**src/rtl/load_store_unit.sv**
```systemverilog
// CPU-side load/store initiator for a word-addressed, single-cycle data RAM.
// Handles byte/half/word loads with extension and sub-word stores via read-modify-write.
module load_store_unit #(
  parameter int unsigned ADDR_W = 4
) (
  input  logic              clk,
  input  logic              reset,
  input  logic              req_valid,
  output logic              req_ready,
  input  logic              req_write,
  input  logic [1:0]        req_size,
  input  logic              req_unsigned,
  input  logic [31:0]       req_addr,
  input  logic [31:0]       req_wdata,
  output logic              done,
  output logic [31:0]       rdata,
  output logic              addr_error,
  output logic [ADDR_W-1:0] data_address,
  output logic              data_read,
  output logic              data_write,
  output logic [31:0]       data_writedata,
  input  logic [31:0]       data_readdata
);

  localparam int unsigned BA_W = ADDR_W + 2;
  localparam logic [1:0]  SZ_BYTE = 2'b00;
  localparam logic [1:0]  SZ_HALF = 2'b01;
  localparam logic [1:0]  SZ_WORD = 2'b10;

  typedef enum logic [2:0] {
    S_IDLE,
    S_LOAD,
    S_RMW_RD,
    S_WRITE,
    S_DONE
  } state_t;

  state_t            state_q, state_d;
  logic              write_q, write_d;
  logic [1:0]        size_q, size_d;
  logic              uns_q, uns_d;
  logic [BA_W-1:0]   addr_q, addr_d;
  logic [31:0]       wdata_q, wdata_d;
  logic [31:0]       merge_q, merge_d;
  logic [31:0]       rdata_q, rdata_d;
  logic              err_q, err_d;

  logic              req_err_c;
  logic [7:0]        byte_sel_c;
  logic [15:0]       half_sel_c;
  logic [31:0]       load_ext_c;
  logic [31:0]       merge_c;

  // Alignment, size and range checks on the incoming request
  always_comb begin
    req_err_c = 1'b0;
    if (req_size == 2'b11)                          req_err_c = 1'b1;
    if ((req_size == SZ_HALF) && req_addr[0])       req_err_c = 1'b1;
    if ((req_size == SZ_WORD) && (|req_addr[1:0]))  req_err_c = 1'b1;
    if ((req_addr >> BA_W) != 32'd0)                req_err_c = 1'b1;
  end

  // Lane extraction and sign/zero extension of the RAM read word
  always_comb begin
    byte_sel_c = data_readdata[7:0];
    case (addr_q[1:0])
      2'd0:    byte_sel_c = data_readdata[7:0];
      2'd1:    byte_sel_c = data_readdata[15:8];
      2'd2:    byte_sel_c = data_readdata[23:16];
      default: byte_sel_c = data_readdata[31:24];
    endcase
    half_sel_c = addr_q[1] ? data_readdata[31:16] : data_readdata[15:0];
    case (size_q)
      SZ_BYTE: load_ext_c = {{24{~uns_q & byte_sel_c[7]}}, byte_sel_c};
      SZ_HALF: load_ext_c = {{16{~uns_q & half_sel_c[15]}}, half_sel_c};
      default: load_ext_c = data_readdata;
    endcase
  end

  // Sub-word store merge: replace only the addressed lane(s)
  always_comb begin
    merge_c = data_readdata;
    if (size_q == SZ_HALF) begin
      if (addr_q[1]) merge_c[31:16] = wdata_q[15:0];
      else           merge_c[15:0]  = wdata_q[15:0];
    end else begin
      case (addr_q[1:0])
        2'd0:    merge_c[7:0]   = wdata_q[7:0];
        2'd1:    merge_c[15:8]  = wdata_q[7:0];
        2'd2:    merge_c[23:16] = wdata_q[7:0];
        default: merge_c[31:24] = wdata_q[7:0];
      endcase
    end
  end

  always_ff @(posedge clk) begin
    if (reset) begin
      state_q <= S_IDLE;
      write_q <= 1'b0;
      size_q  <= 2'b00;
      uns_q   <= 1'b0;
      addr_q  <= '0;
      wdata_q <= 32'd0;
      merge_q <= 32'd0;
      rdata_q <= 32'd0;
      err_q   <= 1'b0;
    end else begin
      state_q <= state_d;
      write_q <= write_d;
      size_q  <= size_d;
      uns_q   <= uns_d;
      addr_q  <= addr_d;
      wdata_q <= wdata_d;
      merge_q <= merge_d;
      rdata_q <= rdata_d;
      err_q   <= err_d;
    end
  end

  // Next-state and datapath register updates
  always_comb begin
    state_d = state_q;
    write_d = write_q;
    size_d  = size_q;
    uns_d   = uns_q;
    addr_d  = addr_q;
    wdata_d = wdata_q;
    merge_d = merge_q;
    rdata_d = rdata_q;
    err_d   = err_q;
    case (state_q)
      S_IDLE: begin
        if (req_valid) begin
          write_d = req_write;
          size_d  = req_size;
          uns_d   = req_unsigned;
          addr_d  = req_addr[BA_W-1:0];
          wdata_d = req_wdata;
          err_d   = req_err_c;
          if (req_err_c)              state_d = S_DONE;
          else if (!req_write)        state_d = S_LOAD;
          else if (req_size == SZ_WORD) state_d = S_WRITE;
          else                        state_d = S_RMW_RD;
        end
      end
      S_LOAD: begin
        rdata_d = load_ext_c;
        state_d = S_DONE;
      end
      S_RMW_RD: begin
        merge_d = merge_c;
        state_d = S_WRITE;
      end
      S_WRITE: state_d = S_DONE;
      S_DONE:  state_d = S_IDLE;
      default: state_d = S_IDLE;
    endcase
  end

  // Moore outputs decoded from registered state; write strobe is gated by reset
  assign req_ready      = (state_q == S_IDLE);
  assign done           = (state_q == S_DONE);
  assign addr_error     = (state_q == S_DONE) & err_q;
  assign data_read      = (state_q == S_LOAD) | (state_q == S_RMW_RD);
  assign data_write     = (state_q == S_WRITE) & ~reset;
  assign data_writedata = (state_q != S_WRITE) ? 32'd0 :
                          (size_q == SZ_WORD)  ? wdata_q : merge_q;
  assign data_address   = addr_q[BA_W-1:2];
  assign rdata          = rdata_q;

  logic unused_c;
  assign unused_c = write_q;

endmodule

```
**config.mk**
```make
export PLATFORM = sky130hd
export DESIGN_NAME = load_store_unit
export DESIGN_NICKNAME = d
export VERILOG_FILES = /design/src/rtl/load_store_unit.sv
export SDC_FILE = /design/constraint.sdc
export NUM_CORES = 1
export LEC_CHECK = 0
export CAP_MARGIN = 30
export CORE_MARGIN = 4
export CORE_UTILIZATION = 46
export CTS_CLUSTER_SIZE = 10
export DETAILED_ROUTE_END_ITERATION = 12
export GPL_TIMING_DRIVEN = 0
export PLACE_DENSITY_LB_ADDON = 0.2
export SLEW_MARGIN = 25
export SYNTH_ARGS = -nofsm -noshare
export SYNTH_HDL_FRONTEND = slang
export SYNTH_SLANG_ARGS = --single-unit
```
**constraint.sdc**
```tcl
create_clock -name clk -period 2.1 [get_ports clk]
set_input_delay 0.315 -clock clk [delete_from_list [all_inputs] [get_ports clk]]
set_output_delay 0.315 -clock clk [all_outputs]
set_load 0.02 [all_outputs]
```
==> qor.txt <==
Area of combinational cells with multiple inputs = 2960 µm²
Biggest area contributors in the synthesized netlist = dfxtp_1 41%, nand2_1 14%, a21oi_1 8.5%
Post-Syn Area per Cell = 7.66 µm²
Count of distinct cell types in the synthesized netlist = 39
Largest fanout on the critical path = 10
DRC marker count from the first detailed-route iteration = 452
Die Footprint = 13400 µm²
Pleak = 2.67 nW
Via count of the first global-routing pass = 5623
Worst Hold Class = reg -> reg
Clock slew seen by the registers of the worst setup and hold paths = 0.07 ns
Achievable Freq = 0.480 GHz
Commonest register cell after synthesis = dfxtp_1
Period minus WS final = 2.08 ns
Sequential area share after synthesis = 0.408
Number of antenna cells inserted = 0
Post-Route Setup TNS = 0 ns
Total track usage = 0.285
Fraction of the cycle the final worst path needs = 0.992
Most frequently used cell type in the post-synthesis netlist = nand2_1
List of most frequent post-synthesis cells = 200 x nand2_1, 109 x dfxtp_1, 91 x a21oi_1
Die extent in y = 116 µm
Synthesized net count = 802
Pre-CTS setup slack = -0.803 ns
Slew HR = 0.545
# nets final = 989
Initial core utilization = 0.469
Antenna violations before repair = 0
Critical Path End Type = register
Final Hold Fails = 0
Number of maximum-capacitance violations = 0
Final worst clock skew = 0.00719 ns
Share of cells above drive strength 1 = 0.138
Number of ports placed on the die boundary = 176
Via count of the routed design = 5846
Max-slew violation count = 0
Fraction of post-synthesis cell area in the top cell type by area = 0.408
Actual transition at the worst max-transition pin = 0.682 ns
TritonCTS buffer count = 9
CTS sink count = 109
Area of the core = 11400 µm²
Slack of the critical path = 0.0159 ns
Post-synthesis to final-layout area growth = 42.8%
Peak VDD IR = 0.000401 V
Buffer cell driving the clock tree root = clkbuf_16
Post-DP HPWL = 15000 µm
Critical Setup Path Class = in -> reg
Layout fillers = 1006
DRC violations left = 0
Cell count after synthesis = 699
Min Hold Slack = 0.456 ns
Wire length of the first global-routing pass = 29800 µm
Final ANT Viol Nets = 0
Post-synth EDFFs = 0
Register area = 2190 µm²
Chip Width = 116 µm
Setup repair after global routing missed its margin = yes
I/O Buffers = 175
Pin count of the biggest net entering global routing = 18
Outcome = finished clean
Overall power = 4.67 mW
Required time at the endpoint of the critical path = 2.31 ns
Number of rows created at floorplan = 39
Utilization after layout = 0.670
Maximum count of clock buffers along a single path = 2
Yosys Warn Count = 0
Routed wirelength normalized by instance count = 18.9 µm
Clock tree from TritonCTS = done
Routed via count divided by cell count = 5.65
Power per unit of standard cell area = 611 nW/µm²
Number of hold buffers added after cts = 0
Clock latency of the later-clocked register in the worst-skew pair = 0.35 ns
Post-synth top area cell = dfxtp_1
Router iterations before antenna repair = 6
Setup Viol. Count Final = 0
Number of register bits inferred by synthesis = 109
Aggregate routed wire length = 19500 µm
Routability congestion estimate = 0.937
Data arrival time of the worst path = 2.29 ns
Startpoint types = input pin
Fraction of synthesis flops using an asynchronous set or reset pin = 0
Synthesized area = 5350 µm²
H-tree levels = 3
Grt ovf = 0
-- path summary, 6_finish.rpt --
path,startpoint,slack (ns),end,cells past startpoint
worst max register to register,addr_q[1],0.10,rdata[21],6
worst min-delay path,wdata_q[24],0.46,wdata_q[24],2
worst min register to register,wdata_q[24],0.46,wdata_q[24],2
worst max-delay path,data_readdata[31],0.02,rdata[21],6
-- flip-flops by register name, indices dropped and copies added (netlist names) --
| signal | count |
|---|---|
| addr_q | 6 |
| state_q | 3 |
| uns_q | 1 |
| rdata | 32 |
| merge_q | 32 |
| wdata_q | 32 |
| size_q | 2 |
| err_q | 1 |
-- cell usage in the layout (no fill, tap or decap), types with 9 or more instances in the layout --
master	Yosys	layout
mux2i_1	18	18
nand2b_1	23	22
a221oi_1	9	9
nand2_1	200	198
buf_4	4	19
buf_2	4	26
nor4_1	9	9
clkdlybuf4s50_1	0	141
clkbuf_1	50	33
o21ai_0	9	9
clkbuf_16	0	9
dfxtp_1	109	104
nor3_1	10	10
a21oi_2	4	12
a211oi_1	33	33
o221ai_1	16	16
a21oi_1	91	83
nor2_1	48	47
mux2_2	15	15
-- metal layers --
layer,part of all wire,vias to the layer above,GRT usage
li1,-,2798,-
met1,0.42,2702,0.373
met2,0.46,291,0.458
met3,0.079,55,0.0460
met4,0.041,0,0.142
met5,0,-,0
-- cell type report --
type,instances,share of cell area
clock buffer,12,0.0349
inverter,4,0.00245
buffer,57,0.0406
clock inverter,4,0.00687
timing repair buffer,180,0.218
multi-input combinational,525,0.387
sequential,109,0.287
tap,143,0.0234
-- critical path: stages --
cell and delay [ns]:
clkdlybuf4s50_1 0.55, mux4_2 0.53, nor2b_4 0.16, o31ai_4 0.45, buf_6 0.21, a211oi_1 0.08
-- repair_timing --
item | CTS | global route
cloned | 0 | 0
pin swaps | 1 | 2
setup buffers | 2 | 3
endpoints found under the setup margin | 36 | 41
gates resized for setup | 164 | 42
-- report_power, final --
group,internal [mW],total (mW),switching [mW]
Sequential,2.11,2.16,0.0470
Combinational,0.340,0.695,0.354
Clock,1.03,1.82,0.787
Total,3.48,4.67,1.19
-- metrics by stage --
stage	instance area, µm²	instances
2_1_floorplan	5350	699
3_3_place_gp	7280	1017
3_5_place_dp	7280	1017
4_1_cts	7630	1032
5_1_grt	7640	1034
6_report	7640	1034
-- cell families (layout without fill, tap and decap cells) --
family | count (synthesis) | after routing | synth area share
AO/OA/AOI/OAI | 186 | 186 | 0.229
buffers and inverters | 65 | 257 | 0.0521
flip-flops | 109 | 109 | 0.408
multiplexers | 34 | 34 | 0.0694
AND/OR/NAND/NOR | 305 | 305 | 0.242
(Power assumes the default switching activity.)
